### src/rtl/smiley_hit_detector.sv
// Pixel-rate smiley/obstacle collision detector with per-frame edge summary.
// Optional macro HIT_COUNTER_EN adds a saturating per-frame overlap pixel count.
module smiley_hit_detector #(
   parameter int OBJECT_WIDTH_X = 64,
   parameter int OBJECT_HIGHT_Y = 64,
   parameter int EDGE_BAND      = 4
) (
   input  logic        clk,
   input  logic        reset,
   input  logic        startOfFrame,
   input  logic [10:0] pixelX,
   input  logic [10:0] pixelY,
   input  logic [10:0] topLeftX,
   input  logic [10:0] topLeftY,
   input  logic        smileyDrawingRequest,
   input  logic        brickDrawingRequest,
`ifdef HIT_COUNTER_EN
   output logic [15:0] frameHitCount,
`endif
   output logic        collision,
   output logic [3:0]  HitEdgeCode,
   output logic        frameHit,
   output logic [3:0]  frameEdgeCode
);

   typedef enum logic [1:0] {
      IDLE_ST     = 2'd0,
      ARMED_ST    = 2'd1,
      REPORTED_ST = 2'd2
   } state_t;

   localparam logic signed [11:0] W_S      = 12'(OBJECT_WIDTH_X);
   localparam logic signed [11:0] H_S      = 12'(OBJECT_HIGHT_Y);
   localparam logic signed [11:0] BAND_S   = 12'(EDGE_BAND);
   localparam logic signed [11:0] W_BAND_S = 12'(OBJECT_WIDTH_X - EDGE_BAND);
   localparam logic signed [11:0] H_BAND_S = 12'(OBJECT_HIGHT_Y - EDGE_BAND);

   state_t             state_q, state_d;
   logic               collision_q, collision_d;
   logic [3:0]         hit_code_q, hit_code_d;
   logic               frame_hit_q, frame_hit_d;
   logic [3:0]         frame_code_q, frame_code_d;
   logic               acc_hit_q, acc_hit_d;
   logic [3:0]         acc_code_q, acc_code_d;

   logic signed [11:0] off_x_s, off_y_s;
   logic               in_x_s, in_y_s;
   logic [3:0]         code_s;
   logic               overlap_s;
   logic               armed_s;
   logic               pulse_s;
   logic               acc_en_s;

   // Edge classification on the live pixel; topLeft is sign-extended to 12 bits.
   always_comb begin
      off_x_s   = $signed({1'b0, pixelX}) - $signed({topLeftX[10], topLeftX});
      off_y_s   = $signed({1'b0, pixelY}) - $signed({topLeftY[10], topLeftY});
      in_x_s    = (off_x_s >= 12'sd0) && (off_x_s < W_S);
      in_y_s    = (off_y_s >= 12'sd0) && (off_y_s < H_S);
      code_s[3] = in_x_s && (off_x_s < BAND_S);
      code_s[1] = in_x_s && (off_x_s >= W_BAND_S);
      code_s[2] = in_y_s && (off_y_s < BAND_S);
      code_s[0] = in_y_s && (off_y_s >= H_BAND_S);
      overlap_s = smileyDrawingRequest & brickDrawingRequest;
   end

   // Frame FSM; an overlap coincident with startOfFrame already belongs to the new frame.
   always_comb begin
      state_d     = state_q;
      pulse_s     = 1'b0;
      armed_s     = startOfFrame | (state_q == ARMED_ST);
      case (state_q)
         IDLE_ST:     if (startOfFrame) state_d = ARMED_ST; else state_d = IDLE_ST;
         ARMED_ST:    state_d = ARMED_ST;
         REPORTED_ST: if (startOfFrame) state_d = ARMED_ST; else state_d = REPORTED_ST;
         default:     state_d = IDLE_ST;
      endcase
      // Holding off while a pulse is out keeps collision from ever lasting two cycles.
      if (armed_s && overlap_s && !collision_q) begin
         pulse_s = 1'b1;
         state_d = REPORTED_ST;
      end else begin
         pulse_s = 1'b0;
      end
      collision_d = pulse_s;
      if (pulse_s) hit_code_d = code_s; else hit_code_d = hit_code_q;
   end

   // Per-frame accumulation, latched into the summary at startOfFrame.
   always_comb begin
      acc_en_s     = overlap_s && (armed_s || (state_q == REPORTED_ST));
      frame_hit_d  = frame_hit_q;
      frame_code_d = frame_code_q;
      acc_hit_d    = acc_hit_q;
      acc_code_d   = acc_code_q;
      if (startOfFrame) begin
         frame_hit_d  = acc_hit_q;
         frame_code_d = acc_code_q;
         acc_hit_d    = overlap_s;
         acc_code_d   = overlap_s ? code_s : 4'b0000;
      end else if (acc_en_s) begin
         acc_hit_d    = 1'b1;
         acc_code_d   = acc_code_q | code_s;
      end else begin
         acc_hit_d    = acc_hit_q;
         acc_code_d   = acc_code_q;
      end
   end

   // Main state and output registers.
   always_ff @(posedge clk) begin
      if (reset) begin
         state_q      <= IDLE_ST;
         collision_q  <= 1'b0;
         hit_code_q   <= 4'b0000;
         frame_hit_q  <= 1'b0;
         frame_code_q <= 4'b0000;
         acc_hit_q    <= 1'b0;
         acc_code_q   <= 4'b0000;
      end else begin
         state_q      <= state_d;
         collision_q  <= collision_d;
         hit_code_q   <= hit_code_d;
         frame_hit_q  <= frame_hit_d;
         frame_code_q <= frame_code_d;
         acc_hit_q    <= acc_hit_d;
         acc_code_q   <= acc_code_d;
      end
   end

   assign collision     = collision_q;
   assign HitEdgeCode   = hit_code_q;
   assign frameHit      = frame_hit_q;
   assign frameEdgeCode = frame_code_q;

`ifdef HIT_COUNTER_EN
   logic [15:0] acc_cnt_q, acc_cnt_d;
   logic [15:0] frame_cnt_q, frame_cnt_d;

   // Saturating overlap pixel counter, latched and reseeded like the edge summary.
   always_comb begin
      frame_cnt_d = frame_cnt_q;
      acc_cnt_d   = acc_cnt_q;
      if (startOfFrame) begin
         frame_cnt_d = acc_cnt_q;
         acc_cnt_d   = overlap_s ? 16'd1 : 16'd0;
      end else if (acc_en_s && (acc_cnt_q != 16'hFFFF)) begin
         acc_cnt_d   = acc_cnt_q + 16'd1;
      end else begin
         acc_cnt_d   = acc_cnt_q;
      end
   end

   // Counter registers.
   always_ff @(posedge clk) begin
      if (reset) begin
         acc_cnt_q   <= 16'd0;
         frame_cnt_q <= 16'd0;
      end else begin
         acc_cnt_q   <= acc_cnt_d;
         frame_cnt_q <= frame_cnt_d;
      end
   end

   assign frameHitCount = frame_cnt_q;
`endif

endmodule

### config.mk
export PLATFORM = sky130hd
export DESIGN_NAME = smiley_hit_detector
export DESIGN_NICKNAME = d
export VERILOG_FILES = /design/src/rtl/smiley_hit_detector.sv
export SDC_FILE = /design/constraint.sdc
export NUM_CORES = 1
export LEC_CHECK = 0
export ABC_AREA = 0
export BUFFER_PORTS_ARGS = -buffer_cell sky130_fd_sc_hd__buf_2
export CAP_MARGIN = 20
export CORE_MARGIN = 2
export CORE_UTILIZATION = 40
export CTS_CLUSTER_SIZE = 25
export DETAILED_ROUTE_END_ITERATION = 16
export GPL_TIMING_DRIVEN = 0
export HOLD_SLACK_MARGIN = 0.03
export PLACE_DENSITY_LB_ADDON = 0.25
export SETUP_SLACK_MARGIN = 0.15
export SLEW_MARGIN = 20
export SYNTH_ARGS = -nofsm -noshare
export SYNTH_HDL_FRONTEND = slang
export SYNTH_SLANG_ARGS = --single-unit
### constraint.sdc
create_clock -name clk -period 4.5 [get_ports clk]
set_clock_uncertainty 0.2 [all_clocks]
set_input_delay 0 -clock clk [delete_from_list [all_inputs] [get_ports clk]]
set_output_delay 0 -clock clk [all_outputs]
set_load 0.03 [all_outputs]
==> results of run 1 <==
==> timing repair <==
action | in CTS | in global routing
hold buffers | 4 | 0
buffers inserted | 0 | 0
endpoints found under the hold margin | 13 | 0
==> sequential cells by signal (all words and copies together) (netlist names) <==
register / flops
frameHit: 1
state_q: 2
acc_code_q: 4
collision: 1
acc_hit_q: 1
frameEdgeCode: 4
HitEdgeCode: 4
==> cells in the final DEF (no fill, tap or decap), types with 2 or more instances in the layout <==
cell type	instances
o21ai_0	12
nand4_1	3
clkbuf_1	2
xnor2_1	6
a21o_1	2
inv_1	24
ha_1	22
buf_2	57
dfxtp_1	17
dlygate4sd3_1	4
nand3_1	4
nor2_1	22
nand2b_1	3
nor3b_1	2
clkbuf_8	3
xor2_1	7
o21a_1	5
a21oi_1	15
a22o_1	4
nand2_1	13
a211oi_1	2
o211ai_1	3
nor3_1	4
or3_1	7
mux2i_1	7
==> area by class of cell <==
class | count | area [µm²]
Fill cell | 387 | 1910
Multi-Input combinational cell | 167 | 1200
Sequential cell | 17 | 340
Timing Repair Buffer | 61 | 325
Inverter | 24 | 90.1
Tap cell | 50 | 62.6
Clock buffer | 4 | 45.0
Buffer | 3 | 22.5
==> routing by layer <==
layer / vias to the layer above / global-route usage [%] / part of all wire [%]
met2: 46 / 23.8 / 44
met4: 0 / 3.75 / 0.95
met1: 674 / 18.6 / 51
li1: 885 / - / -
met3: 2 / 1.15 / 4.7
met5: - / 0 / 0
==> worst paths after layout <==
kind	end	slack (ps)	cells after the start	startpoint
worst min-delay path	acc_code_q[2]	50	4	topLeftY[10]
worst max register to register	state_q[1]	2540	5	state_q[0]
worst max-delay path	HitEdgeCode[1]	2070	10	pixelX[1]
worst min register to register	acc_hit_q	250	2	acc_hit_q
==> power groups by stage <==
stage / registers, W / clock network (W) / logic (W)
global route: 0.000155 / 0.000122 / 0.000196
global placement: 0.000158 / 0 / 0.000170
detailed placement: 0.000158 / 0 / 0.000172
floorplan: 0.000159 / 0 / 0.000129
CTS: 0.000155 / 0.000117 / 0.000175
finish: 0.000155 / 0.000112 / 0.000174
==> kinds of logic (layout without fill, tap and decap cells) <==
kind of cell	count (synthesis)	count (layout)
and+or+nand+nor	67	67
AOI/OAI and AO/OA	58	58
buffers and inverters	27	92
adders and majority gates	22	22
DFF	17	17
xor gates and xnor gates	13	13
muxes	7	7
==> Yosys cell counts, drive strengths merged, types with 2 or more instances <==
library cell,n
a211oi,3
a21o,2
a21oi,16
a22o,4
buf,2
dfxtp,17
ha,22
inv,24
mux2i,7
nand2,13
nand2b,3
nand3,4
nand4,3
nor2,22
nor3,4
nor3b,2
o211ai,3
o21a,5
o21ai,13
o41ai,2
or3,7
xnor2,6
xor2,7
==> metrics by stage <==
| step | setup slack, ps | util [%] | area, µm² | std cells |
|---|---|---|---|---|
| final | 2070 | 52.2 | 2090 | 326 |
| after floorplan | 2440 | - | 1660 | 211 |
| after global routing | 1960 | 52.2 | 2090 | 326 |
| after detailed placement | 2180 | 50.1 | 2000 | 318 |
| after CTS | 2060 | 52.2 | 2090 | 326 |
| after global placement | 2190 | 50.1 | 2000 | 318 |
==> critical path, stage by stage <==
cell and delay (ps):
buf_2 100, ha_1 270, nor2b_1 150, o31a_1 300
o211a_1 230, or3_1 340, a21oi_1 230, nand4_1 120
a21oi_1 150, dlygate4sd3_1 540
==> qor.csv, run 1 <==
stage,metric,value,unit
place,io_buffers,57,
clock_network,cts_tree,done,
yosys,synthArstFlopShare,0,%
sta,finalSetupTns,0,ps
power_and_ir_drop,powerDensity,211,nW/µm²
floorplan,start_util,41.4,%
hold_path,hp-class,in -> reg,
clock_network,cts.htree.levels,1,
yosys,ys_seq_elements,17,
yosys,synth_nets,282,
floorplan,core,4000,µm²
power_and_ir_drop,p_int,0.000299,W
routing,via_per_inst,4.93,
yosys,ys_warn_count,0,
cells_and_area,areaGrowthSynthToFinish,26.1,%
place,gp_congestion,0.738,
routing,drcViolationCount,0,
global_route,grt-ovfl-total,0,
yosys,yosys.area_share.simple,20.2,%
yosys,synth_cell_type_count,48,
global_route,antenna_found_initial,0,
yosys,synthAdderAreaFrac,16.6,%
status,outcome,"finished, final reports clean",
yosys,synth_top_family_by_area,compound AO/OA/AOI/OAI gates,
power_and_ir_drop,fin_total_pwr,0.000442,W
sta,hold_viol,0,
yosys,yosysTopAreaCellShare,20.5,%
routing,ant_nets,0,
setup_path,critical_path_required,4500,ps
routing,vias,1607,
yosys,syn_avg_cell_area,7.85,µm²
routing,drt_iter0_drc,72,
global_route,grt_pass1_wl,5180,µm
power_and_ir_drop,power_frac_comb,39.5,%
clock_network,clk_pin_slew,60,ps
floorplan,dieArea,4670,µm²
sta,timing.hold.ws,49.3,ps
routing,wl,3250,µm
yosys,syn_area,1660,µm²
place,hpwlAfterDp,2730,µm
yosys,synth-main-ff-cell,dfxtp_1,
clock_network,ctsResizeCount,0,
clock_network,root_buffer,clkbuf_8,
floorplan,num_rows,23,
routing,dr.pass1.iters,5,
routing,wire_per_inst,9.96,µm
sta,fmax,411,MHz
yosys,synth-edff-count,0,
power_and_ir_drop,peakVddDrop,0.126,mV
floorplan,boundaryPins,59,
sta,rsz0062_at_grt,false,
job,drv_cap,0,
clock_network,numCtsBuffers,3,
global_route,grt_pass1_vias,1307,
clock_network,clkLatencyLatePin,250,ps
sta,max-slew-margin-rel,65.4,%
sta,setup_violations,0,
yosys,synth_mux_area_share,4.23,%
yosys,synth.area.top_cells,"dfxtp_1 21%, ha_1 17%, inv_1 5.4%, nor2_1 5.0%, a21oi_1 4.5%",
floorplan,fp.dieH,68.4,µm
power_and_ir_drop,power.leakage,1.07,nW
setup_path,cp-end-kind,flip-flop,
sta,final.period_utilization,54.0,%
clock_network,cts.sinks,17,
sta,tightest_slew,513,ps
power_and_ir_drop,p_seq_share,35.1,%
global_route,grt_util_all_layers,13.9,%
sta,fin_crit,2430,ps
cells_and_area,layout-drive-gt1-share,25.0,%
setup_path,cp_max_fo,4,
yosys,synth_top_area_cell,dfxtp_1,
cells_and_area,nNetsFinal,348,
setup_path,path_class,in -> reg,
floorplan,die_w,68.4,µm
yosys,syn_inst,211,
setup_path,cp.arrival,2430,ps
yosys,synth_compound_area_share,24.8,%
clock_network,clockBufferDepth,2,
power_and_ir_drop,switching_share,32.2,%
yosys,yosysSeqAreaShare,20.5,%
power_and_ir_drop,p_switching,0.000142,W
power_and_ir_drop,power.share.clock,25.5,%
yosys,synthXorXnorAreaFrac,6.87,%
sta,finalMaxSlewViolations,0,
cells_and_area,antenna_cells,0,
setup_path,startpoint_type,input port,
global_route,grt_max_degree,11,
(Power assumes the default switching activity.)
==> run 2, diff against run 1 <==
==> constraint.sdc (replaced) <==
create_clock -name clk -period 2.2 [get_ports clk]
set_clock_uncertainty 0.2 [all_clocks]
set_input_delay 0 -clock clk [delete_from_list [all_inputs] [get_ports clk]]
set_output_delay 0 -clock clk [all_outputs]
set_load 0.03 [all_outputs]
==> qor.csv, run 2 (synthesized netlist as in run 1, its figures left out) <==
stage,metric,value,unit
floorplan,start_util,41.4,%
cells_and_area,layout_common_cells,"57 x buf_2, 22 x inv_1, 22 x nor2_1",
cells_and_area,layout-drive-gt1-share,30.8,%
floorplan,fp.dieH,68.4,µm
sta,max-slew-margin-rel,64.2,%
sta,hold_viol,0,
setup_path,path_class,in -> reg,
global_route,grt_pass1_wl,5290,µm
sta,tightest_slew,532,ps
sta,final.period_utilization,89.4,%
routing,drcViolationCount,0,
clock_network,root_buffer,clkbuf_8,
sta,fin_crit,1970,ps
routing,drt_iter0_drc,80,
global_route,top_usage_layer,met2,
global_route,grtUsageMet2,24.9,%
clock_network,clkLatencyLatePin,250,ps
routing,dr.pass1.iters,4,
clock_network,cts.sinks,17,
routing,ant_nets,0,
status,outcome,"finished, final reports clean",
cells_and_area,final_area,2220,µm²
place,placed_cell_area,2020,µm²
clock_network,cts.htree.levels,1,
cells_and_area,areaGrowthSynthToFinish,34.1,%
sta,fmax,509,MHz
global_route,grt_pass1_vias,1366,
hold_path,hp-class,in -> reg,
global_route,grt_util_met3,0.987,%
power_and_ir_drop,powerDensity,427,nW/µm²
global_route,grt-ovfl-total,0,
floorplan,num_rows,23,
clock_network,clk_pin_slew,70,ps
routing,wl,3440,µm
sta,fin_ws,234,ps
floorplan,dieArea,4670,µm²
place,hpwlAfterDp,2720,µm
floorplan,die_w,68.4,µm
global_route,antenna_found_initial,0,
clock_network,cts_tree,done,
place,gp_congestion,0.759,
setup_path,critical_path_required,2190,ps
global_route,grt_util_all_layers,14.1,%
routing,wire_per_inst,10.5,µm
cells_and_area,nNetsFinal,351,
sta,setup_violations,0,
clock_network,numCtsBuffers,3,
floorplan,core,4000,µm²
cells_and_area,final_common_cell,buf_2,
routing,via_per_inst,4.96,
global_route,grt_util_met1,18.8,%
routing,vias,1633,
power_and_ir_drop,peakVddDrop,0.268,mV
clock_network,clockBufferDepth,2,
setup_path,cp_max_fo,6,
sta,rsz0062_at_grt,true,
job,drv_cap,0,
sta,finalSetupTns,0,ps
setup_path,cp.arrival,1960,ps
cells_and_area,antenna_cells,0,
setup_path,startpoint_type,input port,
global_route,grt_max_degree,11,
place,io_buffers,57,
power_and_ir_drop,power.leakage,1.09,nW
place,dp_slack,-68.8,ps
sta,finalMaxSlewViolations,0,
floorplan,boundaryPins,59,
setup_path,cp-end-kind,flip-flop,
[run 2: timing repair]
| item | 4_1_cts | 5_1_grt |
|---|---|---|
| endpoints found under the setup margin | 0 | 9 |
| endpoints found under the hold margin | 13 | 0 |
| hold buffers | 5 | 0 |
| buffers inserted | 0 | 2 |
| gates resized for setup | 0 | 18 |
[run 2: power by group]
part           leakage, nW  total (W)  switching [W]  internal [W]
clock               0.0255   0.000225      0.0000996      0.000125
sequential           0.138   0.000317     0.00000433      0.000313
combinational        0.925   0.000406       0.000206      0.000201
[run 2: layout make-up]
type                            count  area [µm²]
Tap cell                           50        62.6
Timing Repair Buffer               64         350
Clock inverter                      1        5.00
Fill cell                         386        1780
Sequential cell                    17         340
Inverter                           24        90.1
Multi-Input combinational cell    167        1310
Buffer                              3        22.5
Clock buffer                        3        41.3
[run 2: critical path: stages]
cell	delay, ps
buf_2	110
ha_4	260
a211oi_2	250
nor2_1	70
a211o_2	310
or4_4	490
a211oi_4	300
a22o_1	160
[run 2: final timing paths]
| check | startpoint | to | cells past startpoint | slack, ps |
|---|---|---|---|---|
| worst max register to register | state_q[0] | state_q[1] | 5 | 280 |
| worst min-delay path | smileyDrawingRequest | HitEdgeCode[1] | 5 | 50 |
| worst min register to register | acc_hit_q | acc_hit_q | 2 | 250 |
| worst max-delay path | pixelY[4] | acc_code_q[2] | 8 | 230 |
[run 2: through the flow]
| stage | hold WS, ps | instances | utilization, % | total power, W |
|---|---|---|---|---|
| after global placement | 116 | 318 | 50.4 | 0.000676 |
| after detailed placement | 122 | 318 | 50.4 | 0.000681 |
| after CTS | 49.5 | 327 | 52.8 | 0.000915 |
| after global routing | 90.3 | 329 | 55.6 | 0.00102 |
| after floorplan | -12.8 | 211 | - | 0.000594 |
| final | 53.3 | 329 | 55.6 | 0.000948 |
[run 2: metal layers]
layer | up-vias | part of all wire (%)
li1 | 886 | -
met2 | 31 | 48
met5 | - | 0
met4 | 0 | 0.61
met3 | 2 | 3.3
met1 | 714 | 49
